$ cat src/rtl/serial_adder_pkg.sv
// Shared types for the bit-serial adder: FSM state encoding and counter sizing.
package serial_adder_pkg;

   typedef enum logic [1:0] {
      S_IDLE = 2'd0,
      S_RUN  = 2'd1,
      S_DONE = 2'd2
   } state_t;

   // Bit counter must index WIDTH bits but never collapse to zero width.
   function automatic int cnt_w(input int w);
      return (w > 1) ? $clog2(w) : 1;
   endfunction

endpackage

$ cat src/rtl/serial_adder_fa.sv
// 1-bit full adder cell; the only arithmetic element of the serial adder.
module full_adder (
   input  logic a,
   input  logic b,
   input  logic cin,
   output logic cout,
   output logic sum
);

   assign sum  = a ^ b ^ cin;
   assign cout = (a & b) | (cin & (a ^ b));

endmodule

$ cat src/rtl/serial_adder.sv
// Bit-serial adder: parallel operands in, LSB-first through one full_adder,
// parallel {cout, sum} out, valid/ready on both sides.
module serial_adder
   import serial_adder_pkg::*;
#(
   parameter int WIDTH = 8
) (
   input  logic             clk,
   input  logic             rst,
   input  logic             in_valid,
   output logic             in_ready,
   input  logic [WIDTH-1:0] a,
   input  logic [WIDTH-1:0] b,
   input  logic             cin,
   output logic             out_valid,
   input  logic             out_ready,
   output logic [WIDTH-1:0] sum,
   output logic             cout
);

   localparam int            CW   = cnt_w(WIDTH);
   localparam logic [CW-1:0] LAST = CW'(WIDTH - 1);

   state_t           state, state_nx;
   logic [WIDTH-1:0] a_sr, b_sr, sum_sr, sum_nx;
   logic [CW-1:0]    cnt;
   logic             carry;
   logic             fa_sum, fa_cout;

   full_adder u_fa (
      .a    (a_sr[0]),
      .b    (b_sr[0]),
      .cin  (carry),
      .cout (fa_cout),
      .sum  (fa_sum)
   );

   // New sum bit enters at the MSB so after WIDTH shifts bit 0 is the LSB.
   always_comb begin
      sum_nx          = sum_sr >> 1;
      sum_nx[WIDTH-1] = fa_sum;
   end

   always_ff @(posedge clk or posedge rst) begin
      if (rst) state <= S_IDLE;
      else     state <= state_nx;
   end

   always_comb begin
      state_nx = S_IDLE;
      case (state)
         S_IDLE: state_nx = in_valid ? S_RUN : S_IDLE;
         S_RUN:  state_nx = (cnt == LAST) ? S_DONE : S_RUN;
         S_DONE: state_nx = out_ready ? S_IDLE : S_DONE;
         default: state_nx = S_IDLE;
      endcase
   end

   always_ff @(posedge clk or posedge rst) begin
      if (rst) begin
         a_sr   <= '0;
         b_sr   <= '0;
         sum_sr <= '0;
         carry  <= 1'b0;
         cnt    <= '0;
      end else begin
         case (state)
            S_IDLE: if (in_valid) begin
               a_sr   <= a;
               b_sr   <= b;
               sum_sr <= '0;
               carry  <= cin;
               cnt    <= '0;
            end
            S_RUN: begin
               a_sr   <= a_sr >> 1;
               b_sr   <= b_sr >> 1;
               sum_sr <= sum_nx;
               carry  <= fa_cout;
               cnt    <= cnt + CW'(1);
            end
            default: ;
         endcase
      end
   end

   // Result is gated to DONE so a partial sum is never visible.
   always_comb begin
      in_ready  = 1'b0;
      out_valid = 1'b0;
      sum       = '0;
      cout      = 1'b0;
      case (state)
         S_IDLE: in_ready = 1'b1;
         S_DONE: begin
            out_valid = 1'b1;
            sum       = sum_sr;
            cout      = carry;
         end
         default: ;
      endcase
   end

endmodule
$ cat config.mk
export PLATFORM = sky130hd
export DESIGN_NAME = serial_adder
export DESIGN_NICKNAME = d
export VERILOG_FILES = /design/src/rtl/serial_adder_pkg.sv /design/src/rtl/serial_adder_fa.sv /design/src/rtl/serial_adder.sv
export SDC_FILE = /design/constraint.sdc
export NUM_CORES = 1
export LEC_CHECK = 0
export CAP_MARGIN = 20
export CORE_MARGIN = 5
export CORE_UTILIZATION = 40
export CTS_CLUSTER_SIZE = 14
export DETAILED_ROUTE_END_ITERATION = 16
export DONT_BUFFER_PORTS = 1
export GPL_TIMING_DRIVEN = 0
export PLACE_DENSITY = 0.54
export SLEW_MARGIN = 30
export SYNTH_ARGS = -nofsm -noshare
export SYNTH_HDL_FRONTEND = slang
export SYNTH_SLANG_ARGS = --single-unit
$ cat constraint.sdc
create_clock -name clk -period 3.6 [get_ports clk]
set_input_delay 0.72 -clock clk [delete_from_list [all_inputs] [get_ports clk]]
set_output_delay 0.72 -clock clk [all_outputs]
set_load 0.005 [all_outputs]
# Yosys cells after proc, flatten, opt, wreduce, memory -nomap -nowiden
# Index checks and enable logic that the tools add are counted.
[word_totals] register_bits=30 input_bits=21 out_inout_bits=11 word_cells=37
[classes] addsub=1 n_eq_ne=4 mux=18 bitwise=5 n_reduce_logical=3
[ops] cell="8-bit case mux with 2 select lines" count=3
[ops] cell="8-bit two-way mux" count=4
[ops] cell="2-bit case mux with 3 select lines" count=1
[ops] cell="3-bit case mux with 2 select lines" count=1
[ops] cell="1-bit two-way mux" count=5
[ops] cell="2-bit two-way mux" count=2
[ops] cell="3-bit by 1-bit adder with 3-bit output, second input constant" count=1
[ops] cell="3-bit == test, second input constant" count=1
[ops] cell="3-bit two-way mux" count=1
[ops] cell="1-bit AND" count=2
[ops] cell="2-bit by 1-bit == test with 1-bit output, second input constant" count=1
[ops] cell="2-bit == test, second input constant" count=1
[ops] cell="2-bit zero test" count=1
[ops] cell="2-bit inequality test, second input constant" count=1
[ops] cell="1-bit case mux with 2 select lines" count=1
[ops] cell="2-bit AND reduction" count=1
[ops] cell="2-bit nonzero test" count=1
[ops] cell="1-bit bitwise XOR" count=2
[ops] cell="1-bit OR" count=1

# Logic depth before layout (Yosys ltp)
[logic_depth] depth_word=4 depth_mapped=5 mapped_depth_nobuf=4

# Modules after synthesis
# A second synthesis with hierarchy kept.
[unflattened] hier_cells=137 area_unflattened_um2=1561.5
[modules_own_cells] module="serial_adder" n_inst=1 cells_each=136 area_per_inst_um2=1541.5 seq_area_each_um2=750.7
[modules_own_cells] module="full_adder" n_inst=1 cells_each=1 area_per_inst_um2=20.0 seq_area_each_um2=0.0

# Least setup slack after synthesis
# OpenSTA, ideal clock, no wires.
[synth_path] path_type="flip-flop to output port" from="register state[1]" to="output cout" arrival_ps=949 required_time_ps=2880 setup_slack_ps=1931 stages_incl_launch_ff=5 path_buffers=2 cell_sequence="dfrtp_1 > buf_6 > and2b_1 > buf_2 > and2_1"
[synth_between] elab_chain_cells=2
[synth_rtl] element="start: declaration" line="serial_adder.sv:24" text="state_t state, state_nx;"
[synth_rtl] element="start signal: assignment" line="serial_adder.sv:46" text="else state <= state_nx;"
[synth_rtl] element="2-bit == test" line="serial_adder.sv:93" text="case (state)"
[synth_rtl] element="1-bit two-way mux" line="serial_adder.sv:93"
[synth_rtl] element="end: declaration" line="serial_adder.sv:18" text="output logic cout"
# No other way between the ends.

# Worst setup path after layout
[layout_path] from="register state[1]" to="output sum[0]"
[layout_between] elab_chain_cells=2
[layout_rtl] element="2-bit == test" line="serial_adder.sv:93"
[layout_rtl] element="8-bit two-way mux" line="serial_adder.sv:93"
[layout_rtl] element="end: declaration" line="serial_adder.sv:17" text="output logic [WIDTH-1:0] sum,"
# No other way between the ends.

==> impl_metrics.ini <==
[routing]
dr.pass1.iters = 4
drc_errors = 0
initialDrtViolationCount = 60
vias_per_cell = 5.77
wl_per_cell_um = 17.6
vias = 1056
drt-total-wl_um = 3230
detail-route-antenna-nets = 0

[critical_path]
crit_end = sum[0]
r2r_start = state[1]
r2r_slack_ns = 2.22
reg2reg_depth = 5
critical_path.slowest_cell = dfrtp_1
critical_path.max_stage_delay_ns = 0.40
cp.arrival_ns = 1.33
required_ns = 2.88
cp-end-kind = output port
crit_type = flip-flop to output port
timing.rr.end = b_sr[0]
start_kind = flip-flop
crit_fanout = 10
worstPathCellList = buf_6, and2b_1, buf_2, and2_1
startpoint = state[1]

[global_routing]
overflow = 0
grt_pass1_wl_um = 5480
grt_pass1_vias = 1141
grt_antenna_before_repair = 0
grtUsageTotal = 0.136
grt_use_met3 = 0.0360
busiest_layer = met2
grt_start_max_net_pins = 31
met2_usage = 0.213
use_met1 = 0.176

[clock_tree]
cts_sinks = 30
clk_latency_ns = 0.28
htree_levels = 2
cts.path.max_buffers = 2
clockRootBuffer = clkbuf_8
clkTransAtPathRegs_ns = 0.06
cts_inserted_buffers = 5
cts_setup_buffers = 0
post_cts_resized = 0
cts_tree = built
hold_buffers = 0

[die]
start_util = 0.418
num_rows = 22
core-area_um2 = 3720
die_h_um = 72.3
dieArea_um2 = 5230
ios = 32
die_w_um = 72.3

[sta]
max_freq_ghz = 0.488
slew_headroom = 0.586
setup-tns-final_ns = 0
maxSlewViolCount = 0
setup_viol = 0
hold_viol = 0
period_needed_ns = 2.05
grt_setup_unrepaired = no
fin_crit_sh = 0.569
final.setup_skew_ns = 0.00496
worstMarginPinSlew_ns = 0.620

[synth]
synth.yosys.seq_area_share = 0.483
syn_area_um2 = 1550
ys_types = 31
synthArstFlopShare = 1.00
synthDominantCellAreaShare = 0.483
synth_warnings = 0
synth_edf_count = 0
ys.flop_type = dfrtp_1
avgSynthCellArea_um2 = 12.0
synth_nets = 153
synth_seq_cells = 30
synth_cells = 129
synthTopCellsByArea = dfrtp_1 (48%), a22o_1 (5.6%), buf_6 (4.3%), o221a_2 (4.3%), or4b_1 (3.9%)
yosysTopAreaCell = dfrtp_1

[power_and_ir_drop]
powerDensity_nw_per_um2 = 829
finalPower_mw = 1.41
irDropWorstVdd_uv = 318
p_leak_nw = 0.775

[finish]
final_util = 0.457
mostFrequentLayoutCell = dfrtp_1
seq_area_um2 = 751
nFillCells = 373
num_antenna_cells = 0
final_area_um2 = 1700
multi_input_comb_area_um2 = 656
layout_common_cells = dfrtp_1 (30), inv_1 (11), a22o_1 (10)
drive_above_1_share = 0.207
nNetsFinal = 160
area_growth_pct = 9.18

[placement]
place_area_um2 = 1610
dp_hpwl_um = 2250
port_buffers = 0
place.gp.congestion = 0.747

[min_path]
hold_path_class = input port to asynchronous set/reset pin

[status]
outcome = finished clean

[flow_run]
maxCapViolCount = 0
[worst max-delay path, delay by kind of cell (launching register included)]
family                 cells  cell delay (ns)
AND/OR/NAND/NOR            2             0.34
flip-flops                 1             0.40
buffers and inverters      2             0.32
[area by class of cell]
| cell class | count | share of cell area |
|---|---|---|
| well taps | 48 | 0.0354 |
| plain buffers | 12 | 0.0605 |
| inverters | 12 | 0.0265 |
| multi-input cells | 75 | 0.386 |
| clock buffers | 6 | 0.0487 |
| flip-flops and latches | 30 | 0.442 |
[where the power goes]
part / total (mW) / internal, mW / switching (mW)
sequential: 0.577 / 0.490 / 0.0867
combinational: 0.564 / 0.291 / 0.274
clock: 0.265 / 0.147 / 0.118
[sequential cells by signal (all words and copies together) (netlist names)]
register / cells
a_sr: 8
b_sr: 8
carry: 1
cnt: 3
state: 2
sum_sr: 8
[cell usage after synthesis, types with 2 or more instances]
master,number
a221oi_1,5
inv_1,12
nor3b_1,2
a211o_1,2
nor2_1,7
dfrtp_1,30
buf_6,6
nor2b_1,3
nor4bb_1,2
ha_1,2
o221a_2,6
nand2b_1,3
a222oi_1,3
nor4b_1,5
buf_4,3
and2_1,9
or4b_1,6
a22o_1,10
[logic make-up (layout without fill, tap and decap cells)]
kind of cell | count (synthesis) | in the layout | share of synthesized area
muxes | 1 | 1 | 0.00644
buffers and inverters | 24 | 30 | 0.0950
adders and majority gates | 3 | 3 | 0.0290
DFF | 30 | 30 | 0.483
AOI/OAI and AO/OA | 31 | 31 | 0.200
and+or+nand+nor | 40 | 40 | 0.187
[per-layer routing]
layer	wire, um	vias up
met1	1450	531
met5	0	-
met4	52	0
li1	-	491
met2	1590	27
met3	134	7
[stage by stage]
| stage | setup slack [ns] | std cells | hold WS, ns |
|---|---|---|---|
| global placement | 1.86 | 177 | 0.477 |
| detailed placement | 1.85 | 177 | 0.483 |
| global route | 1.49 | 183 | 0.460 |
| finish | 1.55 | 183 | 0.400 |
| floorplan | 1.93 | 129 | 0.457 |
| CTS | 1.53 | 183 | 0.424 |
[worst min-delay path by stage]
stage	cells after the start	to	start
floorplan	1	cnt[0]	cnt[0]
global placement	1	cnt[0]	cnt[0]
detailed placement	1	sum_sr[0]	sum_sr[0]
CTS	1	cnt[2]	rst
global route	1	cnt[0]	rst
finish	1	cnt[0]	rst
Note: power is estimated with default switching activity, not from simulation.
